--- src/rtl/daq_uart_tx.sv ---
// daq_uart_tx: FIFO-buffered UART transmitter (8N1, LSB first) for the daq_top byte stream.
// Define DAQ_UART_PARITY_EN to insert an even-parity bit between data and stop (8E1).
module daq_uart_tx #(
  parameter int CLKS_PER_BIT = 868,
  parameter int FIFO_DEPTH   = 16
) (
  input  logic                        clk,
  input  logic                        rst_n,
  input  logic [7:0]                  s_data,
  input  logic                        s_valid,
  output logic                        s_ready,
  input  logic                        s_last,
  output logic                        uart_txd,
  output logic                        busy,
  output logic [$clog2(FIFO_DEPTH):0] fifo_level,
  output logic                        pkt_done
);
  localparam int PTR_W = $clog2(FIFO_DEPTH);
  localparam int LVL_W = PTR_W + 1;
  localparam int CNT_W = $clog2(CLKS_PER_BIT);
  localparam logic [CNT_W-1:0] BAUD_LAST  = CNT_W'(CLKS_PER_BIT - 1);
  localparam logic [LVL_W-1:0] LEVEL_FULL = LVL_W'(FIFO_DEPTH);

  typedef enum logic [2:0] {
    ST_IDLE,
    ST_START,
    ST_DATA,
`ifdef DAQ_UART_PARITY_EN
    ST_PARITY,
`endif
    ST_STOP
  } state_t;

  state_t           state_q, state_d;
  logic [CNT_W-1:0] baud_q, baud_d;
  logic [2:0]       bit_cnt_q, bit_cnt_d;
  logic [7:0]       shift_q, shift_d;
  logic             last_q, last_d;
  logic             txd_q, txd_d;
  logic             busy_q, busy_d;
  logic             pkt_done_q, pkt_done_d;
  logic [PTR_W-1:0] wr_ptr_q, wr_ptr_d;
  logic [PTR_W-1:0] rd_ptr_q, rd_ptr_d;
  logic [LVL_W-1:0] level_q, level_d;
`ifdef DAQ_UART_PARITY_EN
  logic             parity_q, parity_d;
`endif

  logic [8:0] mem [FIFO_DEPTH];
  logic [8:0] rd_entry;
  logic       push;
  logic       pop;
  logic       fifo_empty;
  logic       baud_end;

  assign s_ready    = (level_q != LEVEL_FULL);
  assign push       = s_valid && s_ready && rst_n;
  assign fifo_empty = (level_q == '0);
  assign baud_end   = (baud_q == BAUD_LAST);
  assign rd_entry   = mem[rd_ptr_q];

  // Storage has no reset; validity is tracked entirely by the pointers and level.
  always_ff @(posedge clk) begin
    if (push) begin
      mem[wr_ptr_q] <= {s_last, s_data};
    end
  end

  always_comb begin
    state_d    = state_q;
    baud_d     = (state_q == ST_IDLE || baud_end) ? '0 : baud_q + CNT_W'(1);
    bit_cnt_d  = bit_cnt_q;
    shift_d    = shift_q;
    last_d     = last_q;
    pop        = 1'b0;
    pkt_done_d = 1'b0;
`ifdef DAQ_UART_PARITY_EN
    parity_d   = parity_q;
`endif

    case (state_q)
      ST_IDLE: begin
        if (!fifo_empty) begin
          pop     = 1'b1;
          state_d = ST_START;
        end
      end
      ST_START: begin
        if (baud_end) state_d = ST_DATA;
      end
      ST_DATA: begin
        if (baud_end) begin
          shift_d   = shift_q >> 1;
          bit_cnt_d = bit_cnt_q + 3'd1;
          if (bit_cnt_q == 3'd7) begin
`ifdef DAQ_UART_PARITY_EN
            state_d = ST_PARITY;
`else
            state_d = ST_STOP;
`endif
          end
        end
      end
`ifdef DAQ_UART_PARITY_EN
      ST_PARITY: begin
        if (baud_end) state_d = ST_STOP;
      end
`endif
      ST_STOP: begin
        if (baud_end) begin
          pkt_done_d = last_q;
          // Chain straight into the next frame when data is waiting.
          if (!fifo_empty) begin
            pop     = 1'b1;
            state_d = ST_START;
          end else begin
            state_d = ST_IDLE;
          end
        end
      end
      default: state_d = ST_IDLE;
    endcase

    if (pop) begin
      shift_d   = rd_entry[7:0];
      last_d    = rd_entry[8];
      bit_cnt_d = 3'd0;
`ifdef DAQ_UART_PARITY_EN
      parity_d  = ^rd_entry[7:0];
`endif
    end

    // Line level follows the state one cycle later, so the start bit lands two edges after a push.
    case (state_q)
      ST_START:  txd_d = 1'b0;
      ST_DATA:   txd_d = shift_q[0];
`ifdef DAQ_UART_PARITY_EN
      ST_PARITY: txd_d = parity_q;
`endif
      default:   txd_d = 1'b1;
    endcase
    busy_d = (state_q != ST_IDLE) || !fifo_empty;

    wr_ptr_d = push ? wr_ptr_q + PTR_W'(1) : wr_ptr_q;
    rd_ptr_d = pop  ? rd_ptr_q + PTR_W'(1) : rd_ptr_q;
    case ({push, pop})
      2'b10:   level_d = level_q + LVL_W'(1);
      2'b01:   level_d = level_q - LVL_W'(1);
      default: level_d = level_q;
    endcase
  end

  always_ff @(posedge clk or negedge rst_n) begin
    if (!rst_n) begin
      state_q    <= ST_IDLE;
      baud_q     <= '0;
      bit_cnt_q  <= '0;
      shift_q    <= '0;
      last_q     <= 1'b0;
      txd_q      <= 1'b1;
      busy_q     <= 1'b0;
      pkt_done_q <= 1'b0;
      wr_ptr_q   <= '0;
      rd_ptr_q   <= '0;
      level_q    <= '0;
`ifdef DAQ_UART_PARITY_EN
      parity_q   <= 1'b0;
`endif
    end else begin
      state_q    <= state_d;
      baud_q     <= baud_d;
      bit_cnt_q  <= bit_cnt_d;
      shift_q    <= shift_d;
      last_q     <= last_d;
      txd_q      <= txd_d;
      busy_q     <= busy_d;
      pkt_done_q <= pkt_done_d;
      wr_ptr_q   <= wr_ptr_d;
      rd_ptr_q   <= rd_ptr_d;
      level_q    <= level_d;
`ifdef DAQ_UART_PARITY_EN
      parity_q   <= parity_d;
`endif
    end
  end

  assign uart_txd   = txd_q;
  assign busy       = busy_q;
  assign fifo_level = level_q;
  assign pkt_done   = pkt_done_q;

endmodule
--- config.mk ---
export PLATFORM = sky130hd
export DESIGN_NAME = daq_uart_tx
export DESIGN_NICKNAME = d
export VERILOG_FILES = /design/src/rtl/daq_uart_tx.sv
export SDC_FILE = /design/constraint.sdc
export NUM_CORES = 1
export LEC_CHECK = 0
export CORE_MARGIN = 2
export CORE_UTILIZATION = 50
export DETAILED_ROUTE_END_ITERATION = 8
export HOLD_SLACK_MARGIN = 0.03
export PLACE_DENSITY = 0.69
export SYNTH_ARGS = -nofsm -noshare
export SYNTH_HDL_FRONTEND = slang
export SYNTH_SLANG_ARGS = --single-unit
--- constraint.sdc ---
create_clock -name clk -period 3.6 [get_ports clk]
set_input_delay 0.72 -clock clk [delete_from_list [all_inputs] [get_ports clk]]
set_output_delay 0.72 -clock clk [all_outputs]
set_load 0.05 [all_outputs]
==> impl_metrics.py <==
metrics = {
    "outcome": {
        "status": "finished, final reports clean",
    },
    "grt": {
        "antenna_found_initial": 0,
        "grt_pass1_wl_um": 23000,
        "grt_start_max_net_pins": 42,
        "grt.overflow.total": 0,
        "grtUsageTotal": 0.192,
        "first_global_vias": 4072,
    },
    "timing": {
        "hold_viol": 0,
        "fin_crit_sh": 0.900,
        "maxSlewHeadroom": 0.324,
        "skew_ps": 8.93,
        "timing.final.crit_period_ps": 3240,
        "tns_ps": 0,
        "grt_setup_unrepaired": "false",
        "worstMarginPinSlew_ps": 1010,
        "slew_violations": 0,
        "finalWorstSetupSlack_ps": 361,
        "max_clock_freq_ghz": 0.309,
        "setup_viol": 0,
    },
    "clock_tree": {
        "clock_path_buffers": 2,
        "cts_setup_buffers": 0,
        "numCtsBuffers": 17,
        "worstSkewPairLatency_ps": 440,
        "cts_resized": 0,
        "cts_tree": "yes",
        "hold_buffers": 0,
        "cts.sinks": 184,
        "cts_root_buffer": "clkbuf_16",
        "clk_pin_slew_worst_paths_ps": 80,
        "htree_levels": 4,
    },
    "power": {
        "leakagePower_nw": 3.05,
        "p_per_area_nw_per_um2": 768,
        "ir_drop_mv": 0.424,
    },
    "placement": {
        "gp_congestion": 0.843,
        "io_buffers": 20,
        "dp_hpwl_um": 8810,
        "dp_slack_ps": 374,
        "dp.cells": 642,
        "placedInstanceArea_sq_um": 8120,
    },
    "setup_path": {
        "path_max_fanout": 8,
        "path_common_cell": "ha_1",
        "critPathSlowestCell": "or4_4",
        "crit_arrival_ps": 3600,
        "rr_worst_depth": 11,
        "worstSetupPathType": "reg2reg",
        "cp.required_ps": 3960,
        "crit_path_start_kind": "flip-flop",
        "crit_chain": "or4_4, o41a_4, nor3_2, ha_1, xor2_1, ha_1, nand2_1, o311ai_0, o22ai_1, a32oi_1, xnor2_1",
        "crit_path_max_incr_delay_ps": 560,
        "worstSetupEndpointType": "flip-flop",
    },
    "routing": {
        "wl_per_cell_um": 20.9,
        "drt_iter0_markers": 430,
        "vias": 3968,
        "drt_pass1_iterations": 5,
        "drcViolationCount": 0,
        "wl_um": 14100,
        "ant_nets": 0,
        "viasPerCell": 5.89,
    },
    "final_layout": {
        "finalInstanceArea_sq_um": 8730,
        "finalNetCount": 499,
        "syn_to_final_growth_pct": 13.3,
        "diodes": 0,
        "instances_no_fill": 674,
        "final_layout_size_suffix_gt1_frac": 0.206,
    },
    "logic_synthesis": {
        "ys_ff_latch": 184,
        "syn_nets": 474,
        "synth_commonest_cells": "edfxtp_1, dfrtp_1, mux4_2",
        "yosysTopAreaCellShare": 0.561,
        "ys_types": 48,
        "ys_warn_count": 0,
        "ys.flop_type": "edfxtp_1",
        "seq_area_frac_synth": 0.691,
        "postSynthCellCount": 448,
        "ys_top_cells_by_area": "edfxtp_1, dfrtp_1, mux4_2",
        "netlist_area_sq_um": 7710,
        "synth_edf_count": 144,
        "async_flop_share": 0.217,
        "synth_top_area_cell": "edfxtp_1",
        "synth.avg_cell_area_sq_um": 17.2,
        "synth.most_common_cell": "edfxtp_1",
    },
    "job": {
        "cap_violations": 0,
    },
    "die": {
        "ios": 21,
        "dieArea_sq_um": 16400,
        "core_area_sq_um": 15100,
        "row_count": 45,
        "initial_core_util": 0.509,
        "die_width_um": 128,
        "die_y_um": 128,
    },
    "min_path": {
        "hp-class": "in2async",
    },
}
[path summary, 6_finish.rpt]
| check | start | end | slack, ps |
|---|---|---|---|
| min in group clk | baud_q[0] | baud_q[0] | 500 |
| setup reg to reg | baud_q[4] | fifo_level[4] | 360 |
| max in group asynchronous | rst_n | rd_ptr_q[0] | 2830 |
| hold / removal | rst_n | wr_ptr_q[1] | 380 |
| setup / recovery | baud_q[4] | fifo_level[4] | 360 |
| hold reg to reg | baud_q[0] | baud_q[0] | 500 |
[flip-flops by register name, indices dropped and copies added, names as in the netlist]
register / cells
mem: 144
baud_q: 10
shift_q: 8
fifo_level: 5
rd_ptr_q: 4
wr_ptr_q: 4
bit_cnt_q: 3
state_q: 2
busy: 1
last_q: 1
pkt_done: 1
uart_txd: 1
[stage by stage]
stage / utilization / hold WS, ps / power (mW)
after detailed placement: 0.536 / 485 / 4.87
after floorplan: - / 424 / 4.32
after global routing: 0.576 / 420 / 7.06
final: 0.576 / 376 / 6.70
after CTS: 0.576 / 394 / 6.75
after global placement: 0.536 / 470 / 4.83
[cell type report]
cell class | instances | area (sq um)
Clock buffer | 18 | 429
Clock inverter | 14 | 183
Fill cell | 1108 | 6420
Inverter | 10 | 37.5
Multi-Input combinational cell | 230 | 2250
Sequential cell | 184 | 5330
Tap cell | 188 | 235
Timing Repair Buffer | 30 | 270
[cell families after synthesis]
family / Yosys count / synth area share
multiplexers: 63 / 0.145
AO/OA/AOI/OAI: 38 / 0.0331
adder cells (fa/ha/maj): 14 / 0.0227
buffers and inverters: 34 / 0.0174
XOR/XNOR: 20 / 0.0227
flip-flops: 184 / 0.691
AND/OR/NAND/NOR: 95 / 0.0677
[critical path: cells and delay by family, from the launching register on]
kind,cells,cell delay [ps]
AOI/OAI and AO/OA,4,1200
xor gates and xnor gates,2,300
adders and majority gates,2,450
DFF,1,410
and+or+nand+nor,3,810
[power by group]
part / internal [mW] / switching (mW) / leakage (nW) / total (mW)
clock: 1.00 / 0.883 / 0.294 / 1.89
sequential: 2.55 / 0.323 / 1.80 / 2.87
combinational: 0.956 / 0.989 / 0.961 / 1.94
[routing by layer]
layer,global-route usage,wire [um],vias to the layer above
met5,0,0,-
li1,-,-,1802
met2,0.301,6990,80
met4,0.0575,158,0
met3,0.0505,638,16
met1,0.268,6310,2070
[cells in the final DEF, fill, tap and decap left out, types with 2 or more instances in the layout]
| master | n |
|---|---|
| clkdlybuf4s50_1 | 19 |
| xnor2_1 | 11 |
| xor2_1 | 9 |
| and4_1 | 4 |
| ha_1 | 14 |
| nand4_1 | 2 |
| nand4b_1 | 2 |
| clkinv_8 | 4 |
| inv_1 | 10 |
| nor3b_1 | 2 |
| inv_6 | 3 |
| o211ai_1 | 7 |
| mux4_2 | 38 |
| nand2_1 | 22 |
| nor4_1 | 4 |
| nor2_1 | 16 |
| nand3b_1 | 2 |
| edfxtp_1 | 144 |
| a21oi_1 | 7 |
| and3_1 | 4 |
| buf_4 | 10 |
| and2_1 | 12 |
| nor3_1 | 5 |
| or4_1 | 3 |
| mux2i_1 | 14 |
| mux2_2 | 11 |
| o21ai_0 | 13 |
| clkbuf_16 | 17 |
| o31ai_1 | 2 |
| inv_8 | 4 |
| dfrtp_1 | 38 |
| nand3_1 | 8 |
No activity file was read; power rests on OpenSTA's default activity.
